$ cat src/rtl/aes_block_packer.sv
// Input-side packer of the AES HWPE: gathers four 32-bit stream words into a
// 128-bit block, zero-pads the final partial block and flags it as last.
module aes_block_packer #(
  parameter int WORD_W  = 32,
  parameter int BLOCK_W = 128
) (
  input  logic               clk_i,
  input  logic               rst_i,
  input  logic               clear_i,
  input  logic               start_i,
  input  logic [31:0]        data_size_i,
  input  logic [WORD_W-1:0]  in_data_i,
  input  logic               in_valid_i,
  output logic               in_ready_o,
  output logic [BLOCK_W-1:0] block_o,
  output logic               block_valid_o,
  input  logic               block_ready_i,
  output logic               block_last_o,
  output logic               busy_o,
  output logic               done_o
);

  typedef enum logic [1:0] {
    IDLE,
    FILL,
    HOLD,
    DONE
  } state_t;

  state_t              state_q, state_d;
  logic [31:0]         bytes_left_q;
  logic [31:0]         words_left_q;
  logic [1:0]          word_idx_q;
  logic [BLOCK_W-1:0]  block_q;

  logic                word_xfer;
  logic                block_xfer;
  logic [WORD_W-1:0]   kept_word;
  logic [31:0]         bytes_taken;
  logic [31:0]         words_needed;

  assign word_xfer  = in_valid_i & in_ready_o;
  assign block_xfer = block_valid_o & block_ready_i;

  // 33-bit sum keeps a 0xFFFFFFFF-byte job from wrapping to zero words.
  assign words_needed = 32'(({1'b0, data_size_i} + 33'd3) >> 2);
  assign bytes_taken  = (bytes_left_q < 32'd4) ? bytes_left_q : 32'd4;

  // Only the valid low-order bytes of the final partial word survive.
  always_comb begin
    kept_word = in_data_i;
    if (bytes_left_q < 32'd4) begin
      case (bytes_left_q[1:0])
        2'd1:    kept_word = {24'h0, in_data_i[7:0]};
        2'd2:    kept_word = {16'h0, in_data_i[15:0]};
        2'd3:    kept_word = {8'h0, in_data_i[23:0]};
        default: kept_word = in_data_i;
      endcase
    end
  end

  always_ff @(posedge clk_i or posedge rst_i) begin
    if (rst_i) begin
      state_q <= IDLE;
    end else if (clear_i) begin
      state_q <= IDLE;
    end else begin
      state_q <= state_d;
    end
  end

  always_comb begin
    state_d       = state_q;
    in_ready_o    = 1'b0;
    block_valid_o = 1'b0;
    block_last_o  = 1'b0;
    done_o        = 1'b0;
    busy_o        = 1'b1;
    case (state_q)
      IDLE: begin
        busy_o = 1'b0;
        if (start_i) begin
          state_d = (data_size_i == 32'd0) ? DONE : FILL;
        end
      end
      FILL: begin
        in_ready_o = 1'b1;
        if (word_xfer && (word_idx_q == 2'd3 || words_left_q == 32'd1)) begin
          state_d = HOLD;
        end
      end
      HOLD: begin
        block_valid_o = 1'b1;
        block_last_o  = (words_left_q == 32'd0);
        if (block_ready_i) begin
          state_d = (words_left_q == 32'd0) ? DONE : FILL;
        end
      end
      DONE: begin
        done_o  = 1'b1;
        state_d = IDLE;
      end
      default: state_d = IDLE;
    endcase
  end

  // Job counters and block register; the block is wiped at job start and
  // after every handoff so a short final block carries zeros in unused slots.
  always_ff @(posedge clk_i or posedge rst_i) begin
    if (rst_i) begin
      bytes_left_q <= '0;
      words_left_q <= '0;
      word_idx_q   <= '0;
      block_q      <= '0;
    end else if (clear_i) begin
      bytes_left_q <= '0;
      words_left_q <= '0;
      word_idx_q   <= '0;
      block_q      <= '0;
    end else begin
      case (state_q)
        IDLE: begin
          if (start_i) begin
            bytes_left_q <= data_size_i;
            words_left_q <= words_needed;
            word_idx_q   <= '0;
            block_q      <= '0;
          end
        end
        FILL: begin
          if (word_xfer) begin
            case (word_idx_q)
              2'd0:    block_q[127:96] <= kept_word;
              2'd1:    block_q[95:64]  <= kept_word;
              2'd2:    block_q[63:32]  <= kept_word;
              default: block_q[31:0]   <= kept_word;
            endcase
            bytes_left_q <= bytes_left_q - bytes_taken;
            words_left_q <= words_left_q - 32'd1;
            word_idx_q   <= word_idx_q + 2'd1;
          end
        end
        HOLD: begin
          if (block_xfer) begin
            block_q    <= '0;
            word_idx_q <= '0;
          end
        end
        default: ;
      endcase
    end
  end

  assign block_o = block_q;

endmodule

$ cat config.mk
export PLATFORM = sky130hd
export DESIGN_NAME = aes_block_packer
export DESIGN_NICKNAME = d
export VERILOG_FILES = /design/src/rtl/aes_block_packer.sv
export SDC_FILE = /design/constraint.sdc
export NUM_CORES = 1
export LEC_CHECK = 0
export ABC_AREA = 1
export CORE_UTILIZATION = 55
export DETAILED_ROUTE_END_ITERATION = 10
export GPL_TIMING_DRIVEN = 0
export PLACE_DENSITY = 0.94
export SKIP_LAST_GASP = 1
export SLEW_MARGIN = 20
export SYNTH_ARGS = -nofsm -noshare
export SYNTH_HDL_FRONTEND = slang
export SYNTH_SLANG_ARGS = --single-unit
$ cat constraint.sdc
create_clock -name clk_i -period 19.4 [get_ports clk_i]
set_input_delay 3.88 -clock clk_i [delete_from_list [all_inputs] [get_ports clk_i]]
set_output_delay 3.88 -clock clk_i [all_outputs]
set_load 0.01 [all_outputs]
==> results of run 1 <==
[path summary, 6_finish.rpt]
check	start	endpoint	slack, ps	cells after the start
min	block_o[3]$_DFFE_PP0P_	block_o[3]$_DFFE_PP0P_	490	2
min in group asynchronous	rst_i	bytes_left_q[20]$_DFFE_PP0P_	3930	2
min reg2reg	block_o[3]$_DFFE_PP0P_	block_o[3]$_DFFE_PP0P_	490	2
max	words_left_q[0]$_DFFE_PP0P_	block_last_o	12840	9
max reg2reg	state_q[1]$_DFFE_PP0P_	words_left_q[12]$_DFFE_PP0P_	16660	9
max in group asynchronous	rst_i	words_left_q[10]$_DFFE_PP0P_	14560	3
[final cells by class]
class / instances / share of cell area
multi-input cells: 1039 / 0.359
clock inverters: 15 / 0.0161
repair buffers: 202 / 0.151
inverters: 118 / 0.0337
plain buffers: 55 / 0.0247
flip-flops and latches: 196 / 0.363
well taps: 234 / 0.0217
clock buffers: 17 / 0.0315
[per-layer routing]
| metal | GRT usage | vias up | wire length (microns) |
|---|---|---|---|
| li1 | - | 5073 | - |
| met1 | 0.473 | 5315 | 13500 |
| met2 | 0.617 | 818 | 17100 |
| met3 | 0.0766 | 149 | 3900 |
| met4 | 0.209 | 0 | 1800 |
| met5 | 0 | - | 0 |
[tightest hold or removal path, cell delays in order (launching register included)]
cell and delay, ps:
sky130_fd_sc_hd__dfrtp_1 350, sky130_fd_sc_hd__nand2_1 50, sky130_fd_sc_hd__nand2_1 60
[power by group]
group	internal (mW)	total [mW]	switching, mW	leakage (nW)
Sequential	0.532	0.647	0.115	2.64
Clock	0.191	0.386	0.195	0.312
Combinational	0.381	1.07	0.688	3.29
Total	1.10	2.10	0.997	6.24
[logic make-up after synthesis]
kind of cell	after synthesis	synth area share
DFF	196	0.466
buffers and inverters	173	0.0742
adders and majority gates	12	0.0142
xor gates and xnor gates	9	0.00748
AOI/OAI and AO/OA	283	0.143
and+or+nand+nor	734	0.295
other	1	0.000356
[synthesized netlist by cell type, types with 4 or more instances]
| cell | instances | area share |
|---|---|---|
| sky130_fd_sc_hd__nor3_1 | 19 | 0.0090 |
| sky130_fd_sc_hd__o211ai_1 | 6 | 0.0043 |
| sky130_fd_sc_hd__o21ai_0 | 153 | 0.073 |
| sky130_fd_sc_hd__a31oi_1 | 5 | 0.0030 |
| sky130_fd_sc_hd__nand2_1 | 431 | 0.15 |
| sky130_fd_sc_hd__nand3b_1 | 10 | 0.0071 |
| sky130_fd_sc_hd__ha_1 | 12 | 0.014 |
| sky130_fd_sc_hd__nor2_1 | 138 | 0.049 |
| sky130_fd_sc_hd__nor2_2 | 5 | 0.0030 |
| sky130_fd_sc_hd__a21oi_1 | 56 | 0.027 |
| sky130_fd_sc_hd__nand4_1 | 23 | 0.014 |
| sky130_fd_sc_hd__nand3_1 | 82 | 0.039 |
| sky130_fd_sc_hd__dfrtp_1 | 196 | 0.47 |
| sky130_fd_sc_hd__o21ai_2 | 4 | 0.0033 |
| sky130_fd_sc_hd__xor2_1 | 7 | 0.0058 |
| sky130_fd_sc_hd__inv_2 | 4 | 0.0014 |
| sky130_fd_sc_hd__buf_2 | 9 | 0.0043 |
| sky130_fd_sc_hd__buf_6 | 11 | 0.012 |
| sky130_fd_sc_hd__o31ai_1 | 4 | 0.0029 |
| sky130_fd_sc_hd__o22ai_1 | 9 | 0.0053 |
| sky130_fd_sc_hd__inv_1 | 112 | 0.040 |
| sky130_fd_sc_hd__buf_1 | 8 | 0.0029 |
| sky130_fd_sc_hd__clkbuf_1 | 18 | 0.0064 |
| sky130_fd_sc_hd__buf_4 | 9 | 0.0064 |
| sky130_fd_sc_hd__nor4_1 | 8 | 0.0048 |
| sky130_fd_sc_hd__o21ai_1 | 39 | 0.019 |
[cell usage in the layout, fill, tap and decap left out, types with 10 or more instances in the layout]
cell type                         instances
sky130_fd_sc_hd__nand4_1                 23
sky130_fd_sc_hd__inv_1                  111
sky130_fd_sc_hd__o21ai_1                 39
sky130_fd_sc_hd__nand3b_1                10
sky130_fd_sc_hd__buf_6                   11
sky130_fd_sc_hd__ha_1                    12
sky130_fd_sc_hd__dfrtp_1                196
sky130_fd_sc_hd__nand2_1                431
sky130_fd_sc_hd__clkbuf_16               17
sky130_fd_sc_hd__nor2_1                 138
sky130_fd_sc_hd__nor3_1                  19
sky130_fd_sc_hd__a21oi_1                 56
sky130_fd_sc_hd__clkdlybuf4s50_1        201
sky130_fd_sc_hd__nand3_1                 82
sky130_fd_sc_hd__clkbuf_1                18
sky130_fd_sc_hd__o21ai_0                153
[through the flow]
stage | utilization | power [mW] | std cells | area [sq um]
floorplan | - | 1.25 | 1408 | 10500
global placement | 0.684 | 1.65 | 1843 | 12800
detailed placement | 0.686 | 1.68 | 1844 | 12900
CTS | 0.720 | 2.07 | 1876 | 13500
global route | 0.720 | 2.21 | 1876 | 13500
finish | 0.720 | 2.10 | 1876 | 13500
[registers in the layout (all words and copies together), names as in the netlist]
signal and cells:
word_idx_q 2, words_left_q 32, bytes_left_q 32, state_q 2
block_o 128
==> run summary, run 1 <==
status = complete, no violations
H-tree depth reported by CTS = 4
number of antenna-violating nets in the routed design = 0
setup repair after global routing missed its margin = false
most used cell along the critical path = sky130_fd_sc_hd__inv_1
die span in x = 140 microns
starting density of the core = 0.561
data required time of the worst path = 15520 ps
maximum single-stage delay on the critical path = 590 ps
hold buffer count at CTS = 0
detailed-router iteration count before antenna repair = 5
Startpoint Class = flop
Hold Slack = 488 ps
Peak supply drop = 0.0971 mV
Crit path max-delay family = buffers and inverters
Critical Path Slowest Stage Cell = sky130_fd_sc_hd__clkdlybuf4s50_1
final clock period utilization by the worst path = 0.338
estimated wirelength of the detail-placed design = 26.5 mm
endpoints failing hold = 0
GR Util All Layers = 0.379
Final min period = 6560 ps
endpoint class of the critical path = primary output
antenna diode count = 0
total global routing overflow = 0
CTS sink cnt = 196
Slew Viols, Final = 0
number of filler cells placed in the layout = 1382
CTS tree = done
largest net degree at the start of global routing = 100
Finish-stage setup viols = 0
share of async-settable or async-resettable flops after synthesis = 1.00
Arrival @ worst endpoint = 2680 ps
Setup TNS Final = 0 ps
worst-case headroom to the max-slew limit = 0.434
wire length of the first global-routing pass = 56.8 mm
Routed WL per cell = 19.4 microns
insertion delay of the later-clocked pin in the worst-skew pair = 450 ps
clock skew after layout = 15.0 ps
largest fanout on the critical path = 3
final worst-path setup slack = 12840 ps
area growth from synthesis to layout = 28.3%
port bufs = 201
cell row count = 50
primary flip-flop cell chosen by synthesis mapping = sky130_fd_sc_hd__dfrtp_1
number of design-rule violations left by the first detailed-router iteration = 1132
layout net count = 1711
Netlist Area Pre-Place = 10500 sq um
power per cell area = 156 nW/um^2
Yosys warning count = 0
clock buffer depth = 2
Sequential cell area = 4900 sq um
vias per inst = 6.05
number of global-route vias before repair = 10783
via count = 11355
IO Pins = 203
routability congestion estimate from global placement = 0.952
sequential share of the synthesized area = 0.466
height of the die = 140 microns
initial antenna violation count = 0
Buf/Inv on CP = 4
count of buffers added by post-CTS timing repair for setup = 0
die outline area = 19700 sq um
buffer type at the clock tree root = sky130_fd_sc_hd__clkbuf_16
classification of the worst-slack hold path = reg -> reg
critical path, cell by cell = inv_1 > ha_1 > inv_1 > nor2_1 > nand2_1 > inv_1 > nand2_1 > nor3_1 > clkdlybuf4s50_1
TritonCTS Buffers = 17
Resize count post-CTS = 0
highest achievable clock rate = 0.152 GHz
number of storage elements in the synthesis netlist = 196
EDFF count, synth = 0
combined area of the multi-input logic cells = 4850 sq um
number of distinct library cell variants in the gate-level netlist after synthesis = 47
CP Class = reg -> out
DRC violation count after routing = 0
synthesized netlist net count = 1490
clock-pin slew on the worst setup and hold paths = 80 ps
slew at the pin with the worst max-slew slack = 850 ps
LEAKAGE = 6.24 nW
max-cap violation count = 0
Mean Syn Cell Area = 7.48 sq um
fraction of layout instances using a drive strength above 1 = 0.0579
pre-CTS worst setup slack = 13230 ps
count of mapped cells out of synthesis = 1408
CORE AREA = 18800 sq um
Total Wirelength = 36.3 mm
Note: power is estimated with default switching activity, not from simulation.
==> run 2: changes to the inputs <==
- CORE_UTILIZATION: 55 -> 48
- PLACE_DENSITY: 0.94 -> 0.88
- clock period: 19.4 -> 5.4 ns (I/O delays scaled with it)
==> run 2 against run 1 <==
Against the previous run: sequential share of layout area decreased by 0.42 points; hold slack got worse by 1.9 ps; combinational power increased to 3.6 times the previous value; first-iteration DRC count decreased by 0.80%; final area increased by 1.2%; final cell count increased by 2.6%; clock skew about the same; critical path depth unchanged; worst setup slack got worse by 11000 ps; register-to-register slack got worse by 14000 ps; via count decreased by 2.1%; sequential cell count unchanged; critical path type unchanged; critical endpoint unchanged.
==> run summary, run 2 (synthesized netlist as in run 1, its figures left out) <==
estimated wirelength of the detail-placed design = 27.3 mm (+3.1%)
max-cap violation count = 0 (unchanged)
detailed-router iteration count before antenna repair = 6 (+1)
Setup TNS Final = 0 ps (unchanged)
GR Util All Layers = 0.323 (-0.0553)
cell row count = 53 (+6.0%)
clock buffer depth = 2 (unchanged)
classification of the worst-slack hold path = reg -> reg
Arrival @ worst endpoint = 2660 ps (-20 ps)
CTS tree = done
largest net degree at the start of global routing = 31 (-69%)
H-tree depth reported by CTS = 4 (unchanged)
clock-pin slew on the worst setup and hold paths = 90 ps (about the same)
commonest non-fill, non-tap cells in the layout = sky130_fd_sc_hd__nand2_1 (431), sky130_fd_sc_hd__clkdlybuf4s50_1 (201), sky130_fd_sc_hd__dfrtp_1 (196)
power per cell area = 546 nW/um^2 (+250%)
maximum single-stage delay on the critical path = 590 ps (about the same)
CP Class = reg -> out
Critical Path Slowest Stage Cell = sky130_fd_sc_hd__clkdlybuf4s50_1
number of filler cells placed in the layout = 1749 (+27%)
area growth from synthesis to layout = 29.8%
IO Pins = 203 (unchanged)
CTS sink cnt = 196 (unchanged)
Startpoint Class = flop
most used cell along the critical path = sky130_fd_sc_hd__inv_1
buffer type at the clock tree root = sky130_fd_sc_hd__clkbuf_16
hold buffer count at CTS = 0 (unchanged)
Placed Area = 13100 sq um (+1.4%)
Crit path max-delay family = buffers and inverters
number of antenna-violating nets in the routed design = 0 (unchanged)
endpoint class of the critical path = primary output
port bufs = 201 (unchanged)
layout net count = 1717 (+0.35%)
Buf/Inv on CP = 4 (unchanged)
count of buffers added by post-CTS timing repair for setup = 0 (unchanged)
Finish-stage setup viols = 0 (unchanged)
largest fanout on the critical path = 3 (unchanged)
slew at the pin with the worst max-slew slack = 814 ps (-36.0 ps)
starting density of the core = 0.495 (-0.0664)
initial antenna violation count = 2 (+2)
Peak supply drop = 0.287 mV (+200%)
Resize count post-CTS = 0 (unchanged)
flip-flop count of the largest register, all copies and words added = 128 (unchanged)
Layout Cell Area excl Fill = 13700 sq um (+1.2%)
insertion delay of the later-clocked pin in the worst-skew pair = 450 ps (about the same)
status = complete, no violations
wire length of the first global-routing pass = 55.5 mm (-2.4%)
setup repair after global routing missed its margin = false
final clock period utilization by the worst path = 0.693
number of design-rule violations left by the first detailed-router iteration = 1123 (-0.80%)
Final min period = 3740 ps
critical path, cell by cell = inv_1 > ha_1 > inv_1 > nor2_1 > nand2_1 > inv_1 > nand2_1 > nor3_1 > clkdlybuf4s50_1
clock skew after layout = 15.2 ps (+0.202 ps)
TritonCTS Buffers = 17 (unchanged)
data required time of the worst path = 4320 ps (-11200 ps)
LEAKAGE = 6.28 nW (+0.70%)
vias per inst = 5.77 (-4.6%)
CORE AREA = 21300 sq um (+13%)
endpoints failing hold = 0 (unchanged)
height of the die = 150 microns (+6.9%)
Routed WL per cell = 18.6 microns (-3.9%)
via count = 11114 (-2.1%)
worst-case headroom to the max-slew limit = 0.458 (+0.0240)
leading cell type in the layout, fill and taps excluded = sky130_fd_sc_hd__nand2_1
Total Wirelength = 35.8 mm (-1.4%)
fraction of layout instances using a drive strength above 1 = 0.0613 (+0.00343)
routability congestion estimate from global placement = 0.986 (+3.5%)
total instance count after detailed placement = 1891 (+2.5%)
highest achievable clock rate = 0.267 GHz
number of global-route vias before repair = 10389 (-3.7%)
final standard cell count with taps included and fillers excluded = 1925 (+2.6%)
die outline area = 22500 sq um (+14%)
DRC violation count after routing = 0 (unchanged)
Slew Viols, Final = 0 (unchanged)
die span in x = 150 microns (+6.9%)
total global routing overflow = 0 (unchanged)
## run 2: area by class of cell
cell class                 instances  area [sq um]  area share
sequential                       196          4900       0.359
multi-input combinational       1039          4850       0.355
timing repair buffer             208          2170       0.158
inverter                         118           452      0.0330
clock buffer                      17           425      0.0311
tap                              275           344      0.0252
buffer                            55           334      0.0244
clock inverter                    15           195      0.0143
antenna                            2          5.00    0.000366
## run 2: layer usage
| layer | track usage | part of all wire |
|---|---|---|
| met2 | 0.525 | 0.46 |
| met3 | 0.0491 | 0.11 |
| met5 | 0 | 0 |
| met4 | 0.154 | 0.041 |
| met1 | 0.424 | 0.39 |
## run 2: path summary, 6_finish.rpt
path                                             start                           end  slack, ps  cells after the start
max                        words_left_q[0]$_DFFE_PP0P_                  block_last_o       1660                      9
min                            block_o[70]$_DFFE_PP0P_       block_o[70]$_DFFE_PP0P_        490                      2
max reg2reg                     state_q[1]$_DFFE_PP0P_  words_left_q[12]$_DFFE_PP0P_       2730                      9
min reg2reg                    block_o[70]$_DFFE_PP0P_       block_o[70]$_DFFE_PP0P_        490                      2
max in group asynchronous                        rst_i       block_o[61]$_DFFE_PP0P_       3320                      6
min in group asynchronous                        rst_i  bytes_left_q[24]$_DFFE_PP0P_        950                      2
## run 2: through the flow
stage               power (mW)  utilization  hold slack, ps  worst slack [ps]
floorplan                 4.50            -             465              1790
global placement          5.94        0.606             465               232
detailed placement        6.05        0.613             466              2050
CTS                       7.40        0.642             490              1690
global route              7.93        0.643             518              1550
finish                    7.47        0.643             487              1660
## run 2: tightest hold or removal path, delay by kind of cell, from the launching register on
family / cells / cell delay (ps)
simple gates: 2 / 100
flops: 1 / 350
## run 2: where the power goes
group	switching (mW)	internal (mW)	total [mW]	leakage [nW]
Sequential	0.407	1.91	2.32	2.64
Combinational	2.43	1.38	3.81	3.34
Clock	0.697	0.643	1.34	0.301
Total	3.54	3.93	7.47	6.28
==> run 3: changes to the inputs <==
- clock period: 5.4 -> 3.3 ns (I/O delays scaled with it)
==> run 3 against run 2 <==
Against the previous run: register-to-register slack lost 2100 ps; global-route usage is essentially flat; largest cell class unchanged; largest power group unchanged; highest routed layer unchanged; non-clock buffer count is the same; die area is the same.
==> run summary, run 3 (synthesized netlist as in run 1, its figures left out) <==
power per cell area = 894 nW/um^2 (+64%)
insertion delay of the later-clocked pin in the worst-skew pair = 450 ps (about the same)
total power consumption of the routed design = 12.2 mW (+64%)
setup repair after global routing missed its margin = false
flip-flop count of the largest register, all copies and words added = 128 (unchanged)
largest fanout on the critical path = 3 (unchanged)
classification of the worst-slack hold path = reg -> reg
clock buffer depth = 2 (unchanged)
IO Pins = 203 (unchanged)
TritonCTS Buffers = 17 (unchanged)
leading cell type in the layout, fill and taps excluded = sky130_fd_sc_hd__nand2_1
wire length of the first global-routing pass = 55.5 mm (about the same)
status = complete, no violations
Arrival @ worst endpoint = 2200 ps (-460 ps)
commonest non-fill, non-tap cells in the layout = sky130_fd_sc_hd__nand2_1 (431), sky130_fd_sc_hd__clkdlybuf4s50_1 (200), sky130_fd_sc_hd__dfrtp_1 (196)
Peak supply drop = 0.471 mV (+64%)
Routed WL per cell = 18.6 microns (about the same)
endpoints failing hold = 0 (unchanged)
slew at the pin with the worst max-slew slack = 841 ps (+27.3 ps)
die outline area = 22500 sq um (unchanged)
H-tree depth reported by CTS = 4 (unchanged)
clock skew after layout = 12.1 ps (-3.08 ps)
final clock period utilization by the worst path = 0.865
DRC violation count after routing = 0 (unchanged)
Setup TNS Final = 0 ps (unchanged)
number of antenna-violating nets in the routed design = 0 (unchanged)
Crit path max-delay family = simple AND/OR/NAND/NOR gates
Final min period = 2860 ps
Critical Path Slowest Stage Cell = sky130_fd_sc_hd__dfrtp_1
detailed-router iteration count before antenna repair = 6 (unchanged)
most used cell along the critical path = sky130_fd_sc_hd__inv_1
CP Class = reg -> out
number of global-route vias before repair = 10385 (-0.039%)
highest achievable clock rate = 0.350 GHz
port bufs = 201 (unchanged)
Placed Area = 13100 sq um (unchanged)
via count = 11180 (+0.59%)
CTS tree = done
routability congestion estimate from global placement = 0.986 (unchanged)
GR Util All Layers = 0.323 (about the same)
estimated wirelength of the detail-placed design = 27.3 mm (unchanged)
die span in x = 150 microns (unchanged)
LEAKAGE = 6.30 nW (+0.30%)
worst-case headroom to the max-slew limit = 0.439 (-0.0182)
hold buffer count at CTS = 0 (unchanged)
final worst-path setup slack = 444 ps (-1210 ps)
starting density of the core = 0.495 (unchanged)
layout net count = 1717 (unchanged)
buffer type at the clock tree root = sky130_fd_sc_hd__clkbuf_16
data required time of the worst path = 2640 ps (-1680 ps)
number of design-rule violations left by the first detailed-router iteration = 1130 (+0.62%)
Finish-stage setup viols = 0 (unchanged)
maximum single-stage delay on the critical path = 410 ps (-180 ps)
Layout Cell Area excl Fill = 13700 sq um (about the same)
endpoint class of the critical path = primary output
clock-pin slew on the worst setup and hold paths = 90 ps (about the same)
Total Wirelength = 35.8 mm (about the same)
initial antenna violation count = 2 (unchanged)
critical path, cell by cell = inv_1 > ha_1 > inv_1 > nor2_1 > nand2_1 > inv_1 > nand2_1 > nor3_2 > dlymetal6s2s_1
cell row count = 53 (unchanged)
pre-CTS worst setup slack = 374 ps (-1680 ps)
Slew Viols, Final = 0 (unchanged)
fraction of layout instances using a drive strength above 1 = 0.0619 (+0.000607)
CTS sink cnt = 196 (unchanged)
Buf/Inv on CP = 4 (unchanged)
area growth from synthesis to layout = 29.9% (about the same)
height of the die = 150 microns (unchanged)
CORE AREA = 21300 sq um (unchanged)
largest net degree at the start of global routing = 31 (unchanged)
max-cap violation count = 0 (unchanged)
total global routing overflow = 0 (unchanged)
Startpoint Class = flop
vias per inst = 5.81 (+0.59%)
[run 3: changes by cell type in the layout (fill, tap and decap cells not counted), sizes merged]
cell,before,now
clkdlybuf4s50,201,200
dlymetal6s2s,0,1
[run 3: path summary, 6_finish.rpt]
| path | start | end | slack (ps) | depth (start not counted) |
|---|---|---|---|---|
| max in group asynchronous | rst_i | block_o[61]$_DFFE_PP0P_ | 1650 | 6 |
| min reg2reg | block_o[70]$_DFFE_PP0P_ | block_o[70]$_DFFE_PP0P_ | 490 | 2 |
| max | words_left_q[0]$_DFFE_PP0P_ | block_last_o | 440 | 9 |
| max reg2reg | state_q[1]$_DFFE_PP0P_ | words_left_q[12]$_DFFE_PP0P_ | 610 | 9 |
| min in group asynchronous | rst_i | bytes_left_q[24]$_DFFE_PP0P_ | 530 | 2 |
| min | block_o[70]$_DFFE_PP0P_ | block_o[70]$_DFFE_PP0P_ | 490 | 2 |
[run 3: worst reg2reg max path, stage by stage (launching register included)]
cell and delay (ps):
sky130_fd_sc_hd__dfrtp_1 400, sky130_fd_sc_hd__inv_1 80, sky130_fd_sc_hd__ha_1 200, sky130_fd_sc_hd__buf_4 180
sky130_fd_sc_hd__inv_4 90, sky130_fd_sc_hd__clkbuf_1 570, sky130_fd_sc_hd__clkbuf_1 550, sky130_fd_sc_hd__o21ai_0 300
sky130_fd_sc_hd__nand3_1 120, sky130_fd_sc_hd__o21ai_1 60
[run 3: cell type report]
class | count | area (sq um)
buffer | 55 | 334
fill | 1747 | 7600
multi-input combinational | 1039 | 4850
clock inverter | 15 | 195
clock buffer | 17 | 425
tap | 275 | 344
sequential | 196 | 4900
antenna | 2 | 5.00
timing repair buffer | 208 | 2170
inverter | 118 | 452
[run 3: per-stage QoR]
stage	std cells	hold slack, ps	utilization
2_1_floorplan	1408	465	-
3_3_place_gp	1884	465	0.606
3_5_place_dp	1891	466	0.613
4_1_cts	1923	490	0.642
5_1_grt	1925	518	0.643
6_report	1925	488	0.643
[run 3: where the power goes]
group / leakage, nW / switching [mW] / internal (mW)
Clock: 0.301 / 1.13 / 1.05
Combinational: 3.36 / 3.98 / 2.26
Sequential: 2.64 / 0.673 / 3.13
[run 3: per-layer routing]
metal  share of wire  global-route usage  up-vias  wire length (microns)
met5               0                   0        -                      0
met4           0.040               0.153        0                   1440
met3            0.11              0.0491      113                   3920
met2            0.46               0.525      741                  16600
met1            0.39               0.425     5243                  13900
li1                -                   -     5083                      -
[run 3: timing repair]
item / 4_1_cts / 5_1_grt
setup endpoints to repair: 0 / 1
setup buffers: 0 / 0
gates resized for setup: 0 / 2
endpoints found under the hold margin: 0 / 0
